$ cat config.mk
export PLATFORM = sky130hd
export DESIGN_NAME = vmacc_seq_flat
export DESIGN_NICKNAME = d
export VERILOG_FILES = /design/src/rtl/vmacc_pkg.sv /design/src/rtl/vmacc_seq_if.sv /design/src/rtl/vmacc_seq.sv /design/src/flat_wrapper.sv
export SDC_FILE = /design/constraint.sdc
export NUM_CORES = 2
export LEC_CHECK = 0
export CAP_MARGIN = 5
export CORE_AREA = 2 2 607 609
export CTS_CLUSTER_SIZE = 24
export DETAILED_ROUTE_END_ITERATION = 6
export DIE_AREA = 0 0 609 611
export PLACE_DENSITY_LB_ADDON = 0.3
export SYNTH_ARGS = -nofsm -noshare
export SYNTH_HDL_FRONTEND = slang
export SYNTH_SLANG_ARGS = --single-unit
$ cat constraint.sdc
create_clock -name clk -period 4.6 [get_ports clk]
set_clock_uncertainty 0.2 [all_clocks]
set_input_delay 0.46 -clock clk [delete_from_list [all_inputs] [get_ports clk]]
set_output_delay 0.46 -clock clk [all_outputs]
set_load 0.02 [all_outputs]
$ cat src/rtl/vmacc_pkg.sv
// Shared types and constants for the vector multiply-accumulate sequencer.
package vmacc_pkg;

  localparam int VL        = 8;
  localparam int SEW       = 32;
  localparam int ADDR_W    = 5;
  localparam int DATA_W    = VL * SEW;
  localparam int VMACC_LAT = 7;

  typedef enum logic [2:0] {
    IDLE,
    RD1,
    RD2,
    RD3,
    CAP,
    MAC1,
    MAC2,
    WB
  } state_t;

  typedef logic [ADDR_W-1:0] vaddr_t;
  typedef logic [DATA_W-1:0] vreg_t;

endpackage

$ cat src/rtl/vmacc_seq_if.sv
// Request, register-file and MAC signals of the vmacc sequencer; master is the sequencer side.
interface vmacc_seq_if;
  import vmacc_pkg::*;

  logic   start;
  vaddr_t vs1_addr;
  vaddr_t vs2_addr;
  vaddr_t vd_addr;
  logic   busy;
  logic   done;

  logic   rf_rd_en;
  vaddr_t rf_rd_addr;
  vreg_t  rf_rd_data;
  logic   rf_wr_en;
  logic   rf_wr_ready;
  vaddr_t rf_wr_addr;
  vreg_t  rf_wr_data;

  vreg_t  mac_vector_a;
  vreg_t  mac_vector_b;
  vreg_t  mac_vd;
  logic   mac_valid;
  vreg_t  mac_result;

  modport master (
    input  start, vs1_addr, vs2_addr, vd_addr, rf_rd_data, rf_wr_ready, mac_result,
    output busy, done, rf_rd_en, rf_rd_addr, rf_wr_en, rf_wr_addr, rf_wr_data,
           mac_vector_a, mac_vector_b, mac_vd, mac_valid
  );

  modport slave (
    output start, vs1_addr, vs2_addr, vd_addr, rf_rd_data, rf_wr_ready, mac_result,
    input  busy, done, rf_rd_en, rf_rd_addr, rf_wr_en, rf_wr_addr, rf_wr_data,
           mac_vector_a, mac_vector_b, mac_vd, mac_valid
  );

endinterface

$ cat src/rtl/vmacc_seq.sv
// vd = vs1*vs2 + vd sequencer: three RF reads, 2-cycle MAC window, write-back; done 7 cycles after start.
// Write-back holds in WB while rf_wr_ready is low; start is ignored unless IDLE.
module vmacc_seq
  import vmacc_pkg::*;
(
  input  logic        clk,
  input  logic        rst_n,
  vmacc_seq_if.master bus
);

  state_t state;
  state_t state_nxt;

  vaddr_t vs1_q;
  vaddr_t vs2_q;
  vaddr_t vd_q;
  vreg_t  opa_q;
  vreg_t  opb_q;
  vreg_t  opc_q;
  vreg_t  res_q;

  logic   busy;
  logic   rd_en;
  vaddr_t rd_addr;
  logic   mac_valid;
  logic   wr_en;

  always_ff @(posedge clk) begin
    if (!rst_n) begin
      state <= IDLE;
    end else begin
      state <= state_nxt;
    end
  end

  always_comb begin
    state_nxt = state;
    case (state)
      IDLE:    if (bus.start) state_nxt = RD1;
      RD1:     state_nxt = RD2;
      RD2:     state_nxt = RD3;
      RD3:     state_nxt = CAP;
      CAP:     state_nxt = MAC1;
      MAC1:    state_nxt = MAC2;
      MAC2:    state_nxt = WB;
      WB:      if (bus.rf_wr_ready) state_nxt = IDLE;
      default: state_nxt = IDLE;
    endcase
  end

  // Write request is masked while reset is asserted so an aborted WB never commits.
  always_comb begin
    busy      = (state != IDLE);
    rd_en     = 1'b0;
    rd_addr   = '0;
    mac_valid = 1'b0;
    wr_en     = 1'b0;
    case (state)
      RD1: begin
        rd_en   = 1'b1;
        rd_addr = vs1_q;
      end
      RD2: begin
        rd_en   = 1'b1;
        rd_addr = vs2_q;
      end
      RD3: begin
        rd_en   = 1'b1;
        rd_addr = vd_q;
      end
      MAC1, MAC2: mac_valid = 1'b1;
      WB:         wr_en     = rst_n;
      default: ;
    endcase
  end

  // Read data lags its address by one cycle, so each operand lands one state later.
  always_ff @(posedge clk) begin
    if (!rst_n) begin
      vs1_q <= '0;
      vs2_q <= '0;
      vd_q  <= '0;
      opa_q <= '0;
      opb_q <= '0;
      opc_q <= '0;
      res_q <= '0;
    end else begin
      case (state)
        IDLE: begin
          if (bus.start) begin
            vs1_q <= bus.vs1_addr;
            vs2_q <= bus.vs2_addr;
            vd_q  <= bus.vd_addr;
          end
        end
        RD2:  opa_q <= bus.rf_rd_data;
        RD3:  opb_q <= bus.rf_rd_data;
        CAP:  opc_q <= bus.rf_rd_data;
        MAC2: res_q <= bus.mac_result;
        default: ;
      endcase
    end
  end

  assign bus.busy         = busy;
  assign bus.done         = wr_en & bus.rf_wr_ready;
  assign bus.rf_rd_en     = rd_en;
  assign bus.rf_rd_addr   = rd_addr;
  assign bus.rf_wr_en     = wr_en;
  assign bus.rf_wr_addr   = vd_q;
  assign bus.rf_wr_data   = res_q;
  assign bus.mac_vector_a = opa_q;
  assign bus.mac_vector_b = opb_q;
  assign bus.mac_vd       = opc_q;
  assign bus.mac_valid    = mac_valid;

endmodule

$ cat src/flat_wrapper.sv
// flat-port wrapper written by rule: the top's interface ports become plain ports
module vmacc_seq_flat import vmacc_pkg::*;
  (clk, rst_n, bus_start, bus_vs1_addr, bus_vs2_addr, bus_vd_addr, bus_rf_rd_data, bus_rf_wr_ready, bus_mac_result, bus_busy, bus_done, bus_rf_rd_en, bus_rf_rd_addr, bus_rf_wr_en, bus_rf_wr_addr, bus_rf_wr_data, bus_mac_vector_a, bus_mac_vector_b, bus_mac_vd, bus_mac_valid);
  vmacc_seq_if bus_i ();
  input  logic clk;
  input  logic rst_n;
  input wire logic [$bits(bus_i.start)-1:0] bus_start;
  input wire logic [$bits(bus_i.vs1_addr)-1:0] bus_vs1_addr;
  input wire logic [$bits(bus_i.vs2_addr)-1:0] bus_vs2_addr;
  input wire logic [$bits(bus_i.vd_addr)-1:0] bus_vd_addr;
  input wire logic [$bits(bus_i.rf_rd_data)-1:0] bus_rf_rd_data;
  input wire logic [$bits(bus_i.rf_wr_ready)-1:0] bus_rf_wr_ready;
  input wire logic [$bits(bus_i.mac_result)-1:0] bus_mac_result;
  output wire logic [$bits(bus_i.busy)-1:0] bus_busy;
  output wire logic [$bits(bus_i.done)-1:0] bus_done;
  output wire logic [$bits(bus_i.rf_rd_en)-1:0] bus_rf_rd_en;
  output wire logic [$bits(bus_i.rf_rd_addr)-1:0] bus_rf_rd_addr;
  output wire logic [$bits(bus_i.rf_wr_en)-1:0] bus_rf_wr_en;
  output wire logic [$bits(bus_i.rf_wr_addr)-1:0] bus_rf_wr_addr;
  output wire logic [$bits(bus_i.rf_wr_data)-1:0] bus_rf_wr_data;
  output wire logic [$bits(bus_i.mac_vector_a)-1:0] bus_mac_vector_a;
  output wire logic [$bits(bus_i.mac_vector_b)-1:0] bus_mac_vector_b;
  output wire logic [$bits(bus_i.mac_vd)-1:0] bus_mac_vd;
  output wire logic [$bits(bus_i.mac_valid)-1:0] bus_mac_valid;
  assign bus_i.start = bus_start;
  assign bus_i.vs1_addr = bus_vs1_addr;
  assign bus_i.vs2_addr = bus_vs2_addr;
  assign bus_i.vd_addr = bus_vd_addr;
  assign bus_i.rf_rd_data = bus_rf_rd_data;
  assign bus_i.rf_wr_ready = bus_rf_wr_ready;
  assign bus_i.mac_result = bus_mac_result;
  assign bus_busy = bus_i.busy;
  assign bus_done = bus_i.done;
  assign bus_rf_rd_en = bus_i.rf_rd_en;
  assign bus_rf_rd_addr = bus_i.rf_rd_addr;
  assign bus_rf_wr_en = bus_i.rf_wr_en;
  assign bus_rf_wr_addr = bus_i.rf_wr_addr;
  assign bus_rf_wr_data = bus_i.rf_wr_data;
  assign bus_mac_vector_a = bus_i.mac_vector_a;
  assign bus_mac_vector_b = bus_i.mac_vector_b;
  assign bus_mac_vd = bus_i.mac_vd;
  assign bus_mac_valid = bus_i.mac_valid;
  vmacc_seq u_core (.clk(clk), .rst_n(rst_n), .bus(bus_i));
endmodule
After elaboration in Yosys (flattened, before gate mapping)
Index checks and enable logic that the tools add are counted.
{ "totals": {"in_bits": 531, "regBits": 1042, "output_inout_bits": 1039} }
{ "op_classes": {"n_bitwise": 1, "reduce_logical": 6, "n_eq_ne": 9, "muxes": 7} }
{ "op_table": {"columns": ["cell", "n"], "rows": [
  ["one-hot mux 3 bit (8 select lines)", 1],
  ["one-hot mux 5 bit (3 select lines)", 1],
  ["equality test 3 bit, second input constant", 4],
  ["equality test 3 x 2 -> 1 bit, second input constant", 2],
  ["2-to-1 mux 3 bit", 2],
  ["inequality test 2 bit, second input constant", 2],
  ["AND reduction 2 bit", 2],
  ["equality test 3 x 1 -> 1 bit, second input constant", 1],
  ["zero test 3 bit", 1],
  ["2-to-1 mux 1 bit", 3],
  ["nonzero test 3 bit", 1],
  ["OR reduction 3 bit", 1],
  ["OR reduction 2 bit", 1],
  ["AND 1 bit", 1]
]} }

Logic depth before layout (Yosys ltp)
{ "depth": {"depth_word": 3, "depth_mapped": 6, "mapped_depth_nobuf": 2} }

Worst setup path after synthesis
OpenSTA, ideal clock, no wires.
{ "synth_timing": {"kind": "in2out", "from": "input port rst_n", "to": "output port bus_rf_wr_en", "t_arrival_ps": 1424, "required_ps": 3940, "cell_stages": 4, "path_slack_ps": 2516, "n_path_buf": 3, "path_cell_list": "clkbuf_1 -> clkbuf_1 -> clkbuf_1 -> and3_1"} }
{ "synth_between": {"elab_chain_len": 1} }
{ "synth_lines": {"columns": ["element", "line_no", "text"], "rows": [
  ["from (decl)", "flat_wrapper.sv:6", "input logic rst_n;"],
  ["2-to-1 mux 1 bit", "vmacc_seq.sv:58", "case (state)"],
  ["to (decl)", "flat_wrapper.sv:18", "output wire logic [$bits(bus_i.rf_wr_en)-1:0] bus_rf_wr_en;"]
]} }
Every way passes these cells.

Worst setup path in the final report
{ "layout_timing": {"from": "register u_core.state[1]", "to": "output port bus_rf_rd_addr[4]"} }
{ "layout_between": {"elab_chain_len": 2, "elab_cells_between_ends": 4, "classes_between": "eq/ne: 3; mux: 1"} }
{ "layout_lines": {"columns": ["element", "line_no", "text"], "rows": [
  ["from (decl)", "vmacc_seq.sv:11", "state_t state;"],
  ["from (signal assigned)", "vmacc_seq.sv:32", "state <= state_nxt;"],
  ["equality test 3 x 2 -> 1 bit / equality test 3 x 1 -> 1 bit (equally long branches)", "vmacc_seq.sv:58", null],
  ["one-hot mux 5 bit (3 select lines) *", "vmacc_seq.sv:58", null],
  ["to (decl)", "flat_wrapper.sv:17", "output wire logic [$bits(bus_i.rf_rd_addr)-1:0] bus_rf_rd_addr;"]
]} }
Every way passes the cells marked *; elsewhere a longest branch is shown, timed or not.

==> impl_metrics.yaml <==
synthesis:
  synthXorXnorAreaFrac_pct: 0.0224
  synthesis.area_um2: 39000
  avgSynthCellArea_um2: 9.81
  async_flop_share_pct: 0
  yosys_most_used_dff: "dfxtp_1"
  syn-num-nets: 4513
  synth_top_family_by_area: "multiplexers"
  synth_edf_count: 0
  synth_compound_area_share_pct: 0.228
  synthSimpleGateAreaFrac_pct: 15.4
  synth.ff_latch_count: 1042
  ys_warn_count: 0
  yosysSeqAreaShare_pct: 53.4
  syn_inst: 3982
  ys_types: 28
  yosys.area_share.adder_pct: 0
  synth_mux_area_share_pct: 26.8
detailed_routing:
  dr_wl_met2_mm: 126
  ant_nets: 0
  met1Wirelength_mm: 111
  drc_errors: 0
  wl_mm: 269
  vias: 35600
  viasPerCell: 3.34
  dr_wl_met3_mm: 24.7
  first_iter_violations: 2056
  wl_per_cell_um: 25.3
  drtPass1Iterations: 6
  top_layer: "met5"
pwr:
  ir_drop_mv: 0.241
  p_total_uw: 23800
  swShare_pct: 28.1
  clkPwrFrac_pct: 46.7
  netSwitchingPower_uw: 6670
  pwr-share-seq_pct: 39.9
  p_leak_uw: 0.0257
  power_frac_comb_pct: 13.3
  p_per_area_nw_per_um2: 354
  internal_power_uw: 17100
layout:
  syn_to_final_growth_pct: 71.8
  n_fill_cell: 40400
  fin_cells: 10700
  drive_gt1_share_pct: 4.96
  fin_util_pct: 18.4
  final_net_count: 6243
  mostFrequentLayoutCells: "nand2_1 (1,566), clkdlybuf4s50_1 (1,566), mux2i_1 (1,044)"
cts:
  cts_hold_buf: 243
  postCtsSetupRepairBufs: 0
  cts.htree.levels: 4
  clk_latency_ns: 0.82
  clock_path_buffers: 4
  cts.repair.resized: 0
  cts_tree: "done"
  cts_made_buffers: 141
  clockRootBuffer: "clkbuf_16"
  clock_sinks: 1042
  clkSlewWorstSetupHoldPaths_ns: 0.06
setup_path:
  worst_r2r_path_depth: 4
  path_delay_family: "buffers and inverters"
  cp.required_ns: 3.94
  cp-start-kind: "flip-flop"
  crit_chain: "buf_4 > a21oi_1 > a211oi_1 > clkdlybuf4s50_1"
  slowest_delay_ns: 0.89
  cp_max_fo: 17
  cp_num_buf_inv: 2
  regToRegSetupSlack_ns: 1.54
  cp-end-kind: "output port"
  cp.depth: 4
  crit_arrival_ns: 3.05
  crit_slowest_cell: "dfxtp_1"
  critical_path_class: "flip-flop to output port"
timing:
  worst_pin_slew_ns: 0.999
  grt_setup_unrepaired: "false"
  fmax_mhz: 270
  min_period_ns: 3.71
  finalSetupViolCount: 0
  drv_slew: 0
  relSlewSlack_pct: 33.3
  fin_tns_setup_ns: 0
  min_period_over_period_pct: 80.7
  final_hold_viol_count: 0
floorplan:
  die_y_um: 611
  die_area_um2: 372000
  row_count: 222
  initial_utilization_pct: 10.7
  ios: 1570
  die_w_um: 609
  core_um2: 365000
place:
  placed_cells: 10100
  dpl.hpwl_mm: 223
  port_buffers: 1569
  gp_congestion: 0.925
grt:
  grt_max_degree: 115
  grt_use_total_pct: 13.8
  grt_pass1_wl_mm: 347
  grt_antenna_before_repair: 134
  grt_pass1_vias: 35900
  overflow: 0
status:
  outcome: "finished clean"
worst_hold_path:
  whs_path_depth: 3
  hp-class: "input pin to flip-flop"
flow_run:
  drv_cap: 0
-- registers in the layout (all words and copies together), names as in the netlist --
name / count
u_core.bus.mac_vd: 256
u_core.bus.mac_vector_a: 256
u_core.bus.mac_vector_b: 256
u_core.bus.rf_wr_addr: 5
u_core.bus.rf_wr_data: 256
u_core.state: 3
u_core.vs1_q: 5
u_core.vs2_q: 5
-- worst min-delay path, delay by kind of cell --
kind / cells / cell delay (ns)
buffers and inverters: 1 / 0.42
AND/OR/NAND/NOR: 1 / 0.07
multiplexers: 1 / 0.06
-- synthesized netlist by cell type (all sizes together) (2+ instances only) --
cell type | n | area share [%]
buf | 146 | 2.7
nand2b | 2 | 0.032
and2 | 2 | 0.032
nand2 | 1566 | 15
nor2 | 2 | 0.019
dfxtp | 1042 | 53
a21oi | 5 | 0.064
clkbuf | 152 | 1.5
mux2i | 1044 | 27
a211oi | 6 | 0.12
-- area by class of cell --
class / count / area (um^2) / area share (%)
timing repair buffer: 1885 / 19000 / 28.4
clock inverter: 46 / 556 / 0.828
tap: 4816 / 6030 / 8.99
clock buffer: 192 / 3940 / 5.88
inverter: 1 / 3.75 / 0.00560
antenna: 34 / 85.1 / 0.127
multi-input combinational: 2641 / 16600 / 24.7
sequential: 1042 / 20900 / 31.1
-- metrics by stage --
| stage | instance area, um^2 | hold slack (ns) | setup WS (ns) |
|---|---|---|---|
| 6_report | 67100 | 0.101 | 0.890 |
| 5_1_grt | 67000 | 0.0474 | 0.729 |
| 4_1_cts | 67000 | 0.000397 | 0.801 |
| 3_5_place_dp | 60100 | 0.245 | 1.57 |
| 3_3_place_gp | 60100 | 0.242 | 1.60 |
| 2_1_floorplan | 39000 | 0.234 | 2.52 |
-- logic make-up after synthesis --
logic type	Yosys count
multiplexers	1044
XOR/XNOR	1
buffers and inverters	299
flip-flops	1042
AO/OA/AOI/OAI	13
AND/OR/NAND/NOR	1583
-- layer usage --
| layer | up-vias | GRT usage (%) |
|---|---|---|
| met3 | 393 | 5.21 |
| li1 | 16500 | - |
| met1 | 17200 | 16.5 |
| met2 | 1452 | 22.9 |
| met5 | - | 0 |
| met4 | 50 | 4.01 |
-- final timing paths --
kind	start	endpoint
hold reg to reg	u_core.bus.mac_vd[116]	u_core.bus.mac_vd[116]
setup / recovery	u_core.state[1]	bus_rf_rd_addr[4]
setup reg to reg	u_core.state[2]	u_core.bus.mac_vd[234]
hold / removal	bus_vs2_addr[2]	u_core.vs2_q[2]
-- power by group through the flow --
stage	clock [uW]	sequential [uW]	combinational [uW]
3_3_place_gp	0	9680	3010
5_1_grt	11800	9520	3330
4_1_cts	11500	9490	3240
3_5_place_dp	0	9690	3010
6_report	11100	9500	3170
2_1_floorplan	0	9970	972
No activity file was read; power rests on OpenSTA's default activity.
